--- config.mk ---
export PLATFORM = sky130hd
export DESIGN_NAME = writeback_queue_flat
export DESIGN_NICKNAME = d
export VERILOG_FILES = /design/src/rtl/writeback_queue_if.sv /design/src/rtl/writeback_queue.sv /design/src/flat_wrapper.sv
export SDC_FILE = /design/constraint.sdc
export NUM_CORES = 1
export LEC_CHECK = 0
export BUFFER_PORTS_ARGS = -buffer_cell sky130_fd_sc_hd__buf_2
export CAP_MARGIN = 25
export CORE_MARGIN = 10
export CORE_UTILIZATION = 40
export DETAILED_ROUTE_END_ITERATION = 6
export HOLD_SLACK_MARGIN = 0.08
export SYNTH_ARGS = -nofsm -noshare
export SYNTH_HDL_FRONTEND = slang
export SYNTH_SLANG_ARGS = --single-unit
export TNS_END_PERCENT = 30
--- constraint.sdc ---
create_clock -name clk -period 4.5 [get_ports clk]
set_input_delay 0.45 -clock clk [delete_from_list [all_inputs] [get_ports clk]]
set_output_delay 0.45 -clock clk [all_outputs]
set_load 0.02 [all_outputs]
--- src/rtl/writeback_queue_if.sv ---
// Bundle of the writeback queue's producer, register-file write and forwarding signals.
// The slave modport is the queue; the master modport is whoever drives the pipeline side.
interface writeback_queue_if #(
    parameter int DEPTH  = 4,
    parameter int DATA_W = 32,
    parameter int ADDR_W = 5
);
    localparam int CNT_W = $clog2(DEPTH) + 1;

    logic              in_valid;
    logic              in_ready;
    logic [ADDR_W-1:0] in_addr;
    logic [DATA_W-1:0] in_data;
    logic              wb_hold;
    logic              regwrite;
    logic [ADDR_W-1:0] adr_wr_reg;
    logic [DATA_W-1:0] wr_data;
    logic [ADDR_W-1:0] adr_reg1;
    logic [ADDR_W-1:0] adr_reg2;
    logic              fwd_hit1;
    logic [DATA_W-1:0] fwd_data1;
    logic              fwd_hit2;
    logic [DATA_W-1:0] fwd_data2;
    logic [CNT_W-1:0]  count;

    modport slave (
        input  in_valid, in_addr, in_data, wb_hold, adr_reg1, adr_reg2,
        output in_ready, regwrite, adr_wr_reg, wr_data,
               fwd_hit1, fwd_data1, fwd_hit2, fwd_data2, count
    );

    modport master (
        output in_valid, in_addr, in_data, wb_hold, adr_reg1, adr_reg2,
        input  in_ready, regwrite, adr_wr_reg, wr_data,
               fwd_hit1, fwd_data1, fwd_hit2, fwd_data2, count
    );
endinterface

--- src/rtl/writeback_queue.sv ---
// Small FIFO between execute/load results and the register-file write port,
// draining one write per cycle and forwarding pending values to both read ports.
module writeback_queue #(
    parameter int DEPTH  = 4,
    parameter int DATA_W = 32,
    parameter int ADDR_W = 5
) (
    input  logic                clk,
    input  logic                rst,
    writeback_queue_if.slave    bus
);
    localparam int PTR_W = $clog2(DEPTH);
    localparam int CNT_W = $clog2(DEPTH) + 1;

    logic [ADDR_W-1:0] addr_q [DEPTH];
    logic [ADDR_W-1:0] addr_d [DEPTH];
    logic [DATA_W-1:0] data_q [DEPTH];
    logic [DATA_W-1:0] data_d [DEPTH];
    logic [DEPTH-1:0]  valid_q, valid_d;
    logic [PTR_W-1:0]  wr_ptr_q, wr_ptr_d;
    logic [PTR_W-1:0]  rd_ptr_q, rd_ptr_d;
    logic [CNT_W-1:0]  count_q, count_d;

    logic empty, full, push, enq, pop;

    always_comb begin
        empty = (count_q == '0);
        full  = (count_q == CNT_W'(DEPTH));
        push  = bus.in_valid & ~full;
        // Writes to x0 finish the handshake but never occupy an entry.
        enq   = push & (bus.in_addr != '0);
        pop   = ~empty & ~bus.wb_hold;

        addr_d   = addr_q;
        data_d   = data_q;
        valid_d  = valid_q;
        wr_ptr_d = wr_ptr_q;
        rd_ptr_d = rd_ptr_q;

        if (pop) begin
            valid_d[rd_ptr_q] = 1'b0;
            rd_ptr_d          = rd_ptr_q + 1'b1;
        end
        if (enq) begin
            addr_d[wr_ptr_q]  = bus.in_addr;
            data_d[wr_ptr_q]  = bus.in_data;
            valid_d[wr_ptr_q] = 1'b1;
            wr_ptr_d          = wr_ptr_q + 1'b1;
        end
        count_d = count_q + CNT_W'(enq) - CNT_W'(pop);
    end

    always_ff @(posedge clk or negedge rst) begin
        if (!rst) begin
            addr_q   <= '{default: '0};
            data_q   <= '{default: '0};
            valid_q  <= '0;
            wr_ptr_q <= '0;
            rd_ptr_q <= '0;
            count_q  <= '0;
        end else begin
            addr_q   <= addr_d;
            data_q   <= data_d;
            valid_q  <= valid_d;
            wr_ptr_q <= wr_ptr_d;
            rd_ptr_q <= rd_ptr_d;
            count_q  <= count_d;
        end
    end

    always_comb begin
        bus.in_ready   = ~full;
        bus.regwrite   = pop;
        bus.adr_wr_reg = empty ? '0 : addr_q[rd_ptr_q];
        bus.wr_data    = empty ? '0 : data_q[rd_ptr_q];
        bus.count      = count_q;
    end

    // Scan oldest to youngest so the last match seen is the youngest pending value.
    logic [PTR_W-1:0] idx;
    always_comb begin
        bus.fwd_hit1  = 1'b0;
        bus.fwd_data1 = '0;
        bus.fwd_hit2  = 1'b0;
        bus.fwd_data2 = '0;
        idx           = '0;
        for (int unsigned i = 0; i < DEPTH; i++) begin
            idx = rd_ptr_q + PTR_W'(i);
            if (valid_q[idx] && (bus.adr_reg1 != '0) && (addr_q[idx] == bus.adr_reg1)) begin
                bus.fwd_hit1  = 1'b1;
                bus.fwd_data1 = data_q[idx];
            end
            if (valid_q[idx] && (bus.adr_reg2 != '0) && (addr_q[idx] == bus.adr_reg2)) begin
                bus.fwd_hit2  = 1'b1;
                bus.fwd_data2 = data_q[idx];
            end
        end
    end
endmodule
--- src/flat_wrapper.sv ---
// flat-port wrapper written by rule: the top's interface ports become plain ports
module writeback_queue_flat 
#(
    parameter int DEPTH  = 4,
    parameter int DATA_W = 32,
    parameter int ADDR_W = 5
)
  (clk, rst, bus_in_valid, bus_in_addr, bus_in_data, bus_wb_hold, bus_adr_reg1, bus_adr_reg2, bus_in_ready, bus_regwrite, bus_adr_wr_reg, bus_wr_data, bus_fwd_hit1, bus_fwd_data1, bus_fwd_hit2, bus_fwd_data2, bus_count);
  writeback_queue_if #(.DEPTH(DEPTH), .DATA_W(DATA_W), .ADDR_W(ADDR_W)) bus_i ();
  input  logic clk;
  input  logic rst;
  input wire logic [$bits(bus_i.in_valid)-1:0] bus_in_valid;
  input wire logic [$bits(bus_i.in_addr)-1:0] bus_in_addr;
  input wire logic [$bits(bus_i.in_data)-1:0] bus_in_data;
  input wire logic [$bits(bus_i.wb_hold)-1:0] bus_wb_hold;
  input wire logic [$bits(bus_i.adr_reg1)-1:0] bus_adr_reg1;
  input wire logic [$bits(bus_i.adr_reg2)-1:0] bus_adr_reg2;
  output wire logic [$bits(bus_i.in_ready)-1:0] bus_in_ready;
  output wire logic [$bits(bus_i.regwrite)-1:0] bus_regwrite;
  output wire logic [$bits(bus_i.adr_wr_reg)-1:0] bus_adr_wr_reg;
  output wire logic [$bits(bus_i.wr_data)-1:0] bus_wr_data;
  output wire logic [$bits(bus_i.fwd_hit1)-1:0] bus_fwd_hit1;
  output wire logic [$bits(bus_i.fwd_data1)-1:0] bus_fwd_data1;
  output wire logic [$bits(bus_i.fwd_hit2)-1:0] bus_fwd_hit2;
  output wire logic [$bits(bus_i.fwd_data2)-1:0] bus_fwd_data2;
  output wire logic [$bits(bus_i.count)-1:0] bus_count;
  assign bus_i.in_valid = bus_in_valid;
  assign bus_i.in_addr = bus_in_addr;
  assign bus_i.in_data = bus_in_data;
  assign bus_i.wb_hold = bus_wb_hold;
  assign bus_i.adr_reg1 = bus_adr_reg1;
  assign bus_i.adr_reg2 = bus_adr_reg2;
  assign bus_in_ready = bus_i.in_ready;
  assign bus_regwrite = bus_i.regwrite;
  assign bus_adr_wr_reg = bus_i.adr_wr_reg;
  assign bus_wr_data = bus_i.wr_data;
  assign bus_fwd_hit1 = bus_i.fwd_hit1;
  assign bus_fwd_data1 = bus_i.fwd_data1;
  assign bus_fwd_hit2 = bus_i.fwd_hit2;
  assign bus_fwd_data2 = bus_i.fwd_data2;
  assign bus_count = bus_i.count;
  writeback_queue #(.DEPTH(DEPTH), .DATA_W(DATA_W), .ADDR_W(ADDR_W)) u_core (.clk(clk), .rst(rst), .bus(bus_i));
endmodule
==> implementation parameters <==
Parameter                              Value

Run status
  Status    complete, no violations

Job
  Maximum capacitance violations    0

Synth
  Number of different library cells in the post-synthesis netlist    45
  Dominant cell by count in the synthesized netlist    sky130_fd_sc_hd__dfrtp_1
  Portion of synthesized cell area occupied by the leading cell type    0.315
  Ys flop type    sky130_fd_sc_hd__dfrtp_1
  Synth cell count leaders    159 x sky130_fd_sc_hd__dfrtp_1, 148 x sky130_fd_sc_hd__mux2_2, 143 x sky130_fd_sc_hd__mux4_2
  Avg Inst Size Synth    12.9 sq um
  Register bit count reported by yosys    159
  Gate Count Post-Synth    982
  Net count after synthesis    1044
  Cell taking the most area after synthesis    sky130_fd_sc_hd__dfrtp_1
  Yosys warning total    0
  Share of synthesized flip-flops with an asynchronous set or reset    1.00
  Summed instance area of the synthesized netlist    0.0126 sq mm
  Number of enable-type register cells in the synthesized netlist    0
  Main area contributors after synthesis    sky130_fd_sc_hd__dfrtp_1 32%, sky130_fd_sc_hd__mux4_2 26%, sky130_fd_sc_hd__mux2_2 13%, sky130_fd_sc_hd__a221oi_2 3.6%, sky130_fd_sc_hd__nand2_1 3.2%
  Share of synthesized area occupied by flip-flops and latches    0.315

Routing
  Detail-routed via count per cell    6.35
  Antenna-violating nets left    0
  Final wirelength    38200 microns
  Routed wirelength normalized by instance count    25.4 microns
  Detailed-route DRC error count    0
  Overall via count from detail_route    9572
  Starting DRT DRC Count    673
  Iteration count of the initial detailed-routing pass    5

Cells and area
  Number of fill cells in the layout    2751
  Final net count    1159
  Layout overhead on the synthesized area    14.5%
  Share of post-route cells with drive strength above 1    0.524
  Sequential cell area    0.00399 sq mm
  Multi-input gate area in the final layout    0.00819 sq mm

Global route
  Via count of the first global-routing pass    9775
  Global route total overflow    0
  Wire length of the first global-routing pass    58600 microns
  Aggregate global-route resource usage    0.194
  Largest net degree at the start of global routing    131
  Number of antenna violations at the first check in global routing    4

STA
  Actual slew at the worst max-slew pin    1.00 ns
  Final min period    4.29 ns
  Total of endpoints with negative setup slack in the final report    0
  Min setup slack post-route    0.211 ns
  Share of the clock period used by the worst path    0.953
  RSZ-0062 raised after global routing    false
  Final max-slew violation count    0
  Worst max-slew margin expressed relative to the limit    0.331
  Setup TNS    0 ns
  Fin. Hold Viols    0
  Post-route clock skew    0.0126 ns
  Top achievable clock speed    233 MHz

Floorplanning
  Die Y    198 microns
  IO Count    159
  Die area    0.0391 sq mm
  Initial Util    0.410
  Core area    0.0308 sq mm
  Row Count    64
  Overall die width    198 microns

Setup path
  R2r setup slk    1.69 ns
  Type of destination of the critical path    output pin
  Kind of launch point of the worst setup path    flip-flop
  Largest fanout on the critical path    36
  Worst reg-to-reg path cell count    9
  Crit path launch    u_core.rd_ptr_q[0]
  Data required time of the critical path    4.05 ns
  Critical path start-end classification    reg2out
  Launch point of the worst reg-to-reg path    u_core.bus.count[0]
  Worst setup endpoint    bus_fwd_data2[31]
  Capture instance of the worst register-to-register path    u_core.bus.count[2]
  Arrival @ worst endpoint    3.84 ns

Clock network
  Number of sinks driven by the clock tree    159
  Cell at the root of the clock tree    sky130_fd_sc_hd__clkbuf_16
  Clock-pin slew on the worst setup and hold paths    0.07 ns
  Clock Latency Late Sink    0.43 ns
  Clock Tree Buf Depth    2
  H-tree levels    4
  CTS Buf Count    17
  TritonCTS clock tree    done

Worst hold path
  Worst hold path depth    2
  Worst min-delay path class    in2reg

Pwr
  Leakage    5.71 nW
  IR Drop Worst-Case VDD    0.508 mV
  Power density of the placed cells    975 mW/mm^2
  Final total power    14.1 mW

Place
  Pre-CTS WS    0.621 ns
  Half-perimeter wire length after placement    24400 microns
  Port Buffers    158
  Global placer's final weighted congestion    0.836
==> worst min path at each step <==
stage / startpoint / endpoint / slack [ns]
finish: bus_in_data[6] / u_core.data_q[70] / 0.29
global route: bus_in_data[15] / u_core.data_q[47] / 0.28
CTS: rst / u_core.data_q[70] / 0.19
detailed placement: u_core.valid_q[3] / u_core.valid_q[3] / 0.53
global placement: u_core.valid_q[1] / u_core.valid_q[1] / 0.51
floorplan: rst / u_core.addr_q[0] / 0.15
==> flip-flops by register name, summed over array words and instances, names as in the netlist <==
signal / cells
u_core.addr_q: 20
u_core.bus.count: 3
u_core.rd_ptr_q: 2
u_core.valid_q: 4
u_core.data_q: 128
u_core.wr_ptr_q: 2
==> metal layers <==
metal,track usage,share of wire
met5,0,0.00068
met4,0.0609,0.017
met3,0.0436,0.074
met2,0.313,0.48
met1,0.253,0.43
==> report_power, final <==
group	total, mW	internal [mW]	leakage, nW	switching, mW
Sequential	3.04	2.18	1.88	0.862
Combinational	9.54	4.66	3.52	4.88
Clock	1.51	0.861	0.299	0.654
Total	14.1	7.70	5.71	6.40
==> worst max-delay path, stage by stage, from the launching register on <==
cell and delay [ns]:
sky130_fd_sc_hd__dfrtp_4 0.47, sky130_fd_sc_hd__inv_1 0.15, sky130_fd_sc_hd__ha_4 0.27, sky130_fd_sc_hd__mux4_2 0.58, sky130_fd_sc_hd__xnor2_1 0.17, sky130_fd_sc_hd__nand4_1 0.15
sky130_fd_sc_hd__nor2_4 0.31, sky130_fd_sc_hd__buf_6 0.47, sky130_fd_sc_hd__a211oi_1 0.14, sky130_fd_sc_hd__a211oi_1 0.44, sky130_fd_sc_hd__buf_2 0.25
==> area by class of cell <==
type / instances / area share
Multi-Input combinational cell: 717 / 0.566
Sequential cell: 159 / 0.276
Timing Repair Buffer: 194 / 0.0794
Tap cell: 396 / 0.0343
Clock buffer: 19 / 0.0313
Clock inverter: 13 / 0.0106
Inverter: 8 / 0.00208
Antenna cell: 2 / 0.000346
==> kinds of logic (layout without fill, tap and decap cells) <==
kind of cell | after synthesis | after routing | share of synthesized area
xor gates and xnor gates | 44 | 44 | 0.0329
DFF | 159 | 159 | 0.315
adders and majority gates | 11 | 11 | 0.0115
muxes | 330 | 330 | 0.430
AOI/OAI and AO/OA | 137 | 138 | 0.0940
other | 0 | 2 | 0
and+or+nand+nor | 194 | 194 | 0.0732
buffers and inverters | 107 | 234 | 0.0437
==> metrics by stage <==
| step | utilization | area, sq um | hold slack, ns | instances |
|---|---|---|---|---|
| after detailed placement | 0.446 | 13700 | 0.525 | 1467 |
| after global placement | 0.446 | 13700 | 0.514 | 1467 |
| after floorplan | - | 12600 | 0.154 | 982 |
| final | 0.469 | 14500 | 0.290 | 1508 |
| after global routing | 0.469 | 14500 | 0.284 | 1507 |
| after CTS | 0.465 | 14300 | 0.192 | 1499 |
==> cells in the final DEF, fill, tap and decap left out, types with 28 or more instances in the layout <==
master,netlist,routed
sky130_fd_sc_hd__o21ai_1,33,33
sky130_fd_sc_hd__nand2_1,107,103
sky130_fd_sc_hd__o21ai_0,35,34
sky130_fd_sc_hd__dfrtp_1,159,157
sky130_fd_sc_hd__mux4_2,143,143
sky130_fd_sc_hd__buf_2,16,157
sky130_fd_sc_hd__a221oi_2,30,30
sky130_fd_sc_hd__xnor2_1,34,34
sky130_fd_sc_hd__buf_4,8,28
sky130_fd_sc_hd__nor2b_1,37,37
sky130_fd_sc_hd__mux2_2,148,148
sky130_fd_sc_hd__mux2i_1,30,30
==> repair_timing <==
action                     in CTS  in global routing
setup endpoints to repair       0                 19
resized for setup               0                  4
setup buffers                   0                  4
hold buffers                    0                  1
hold endpoints to repair        0                 11
Note: power is estimated with default switching activity, not from simulation.
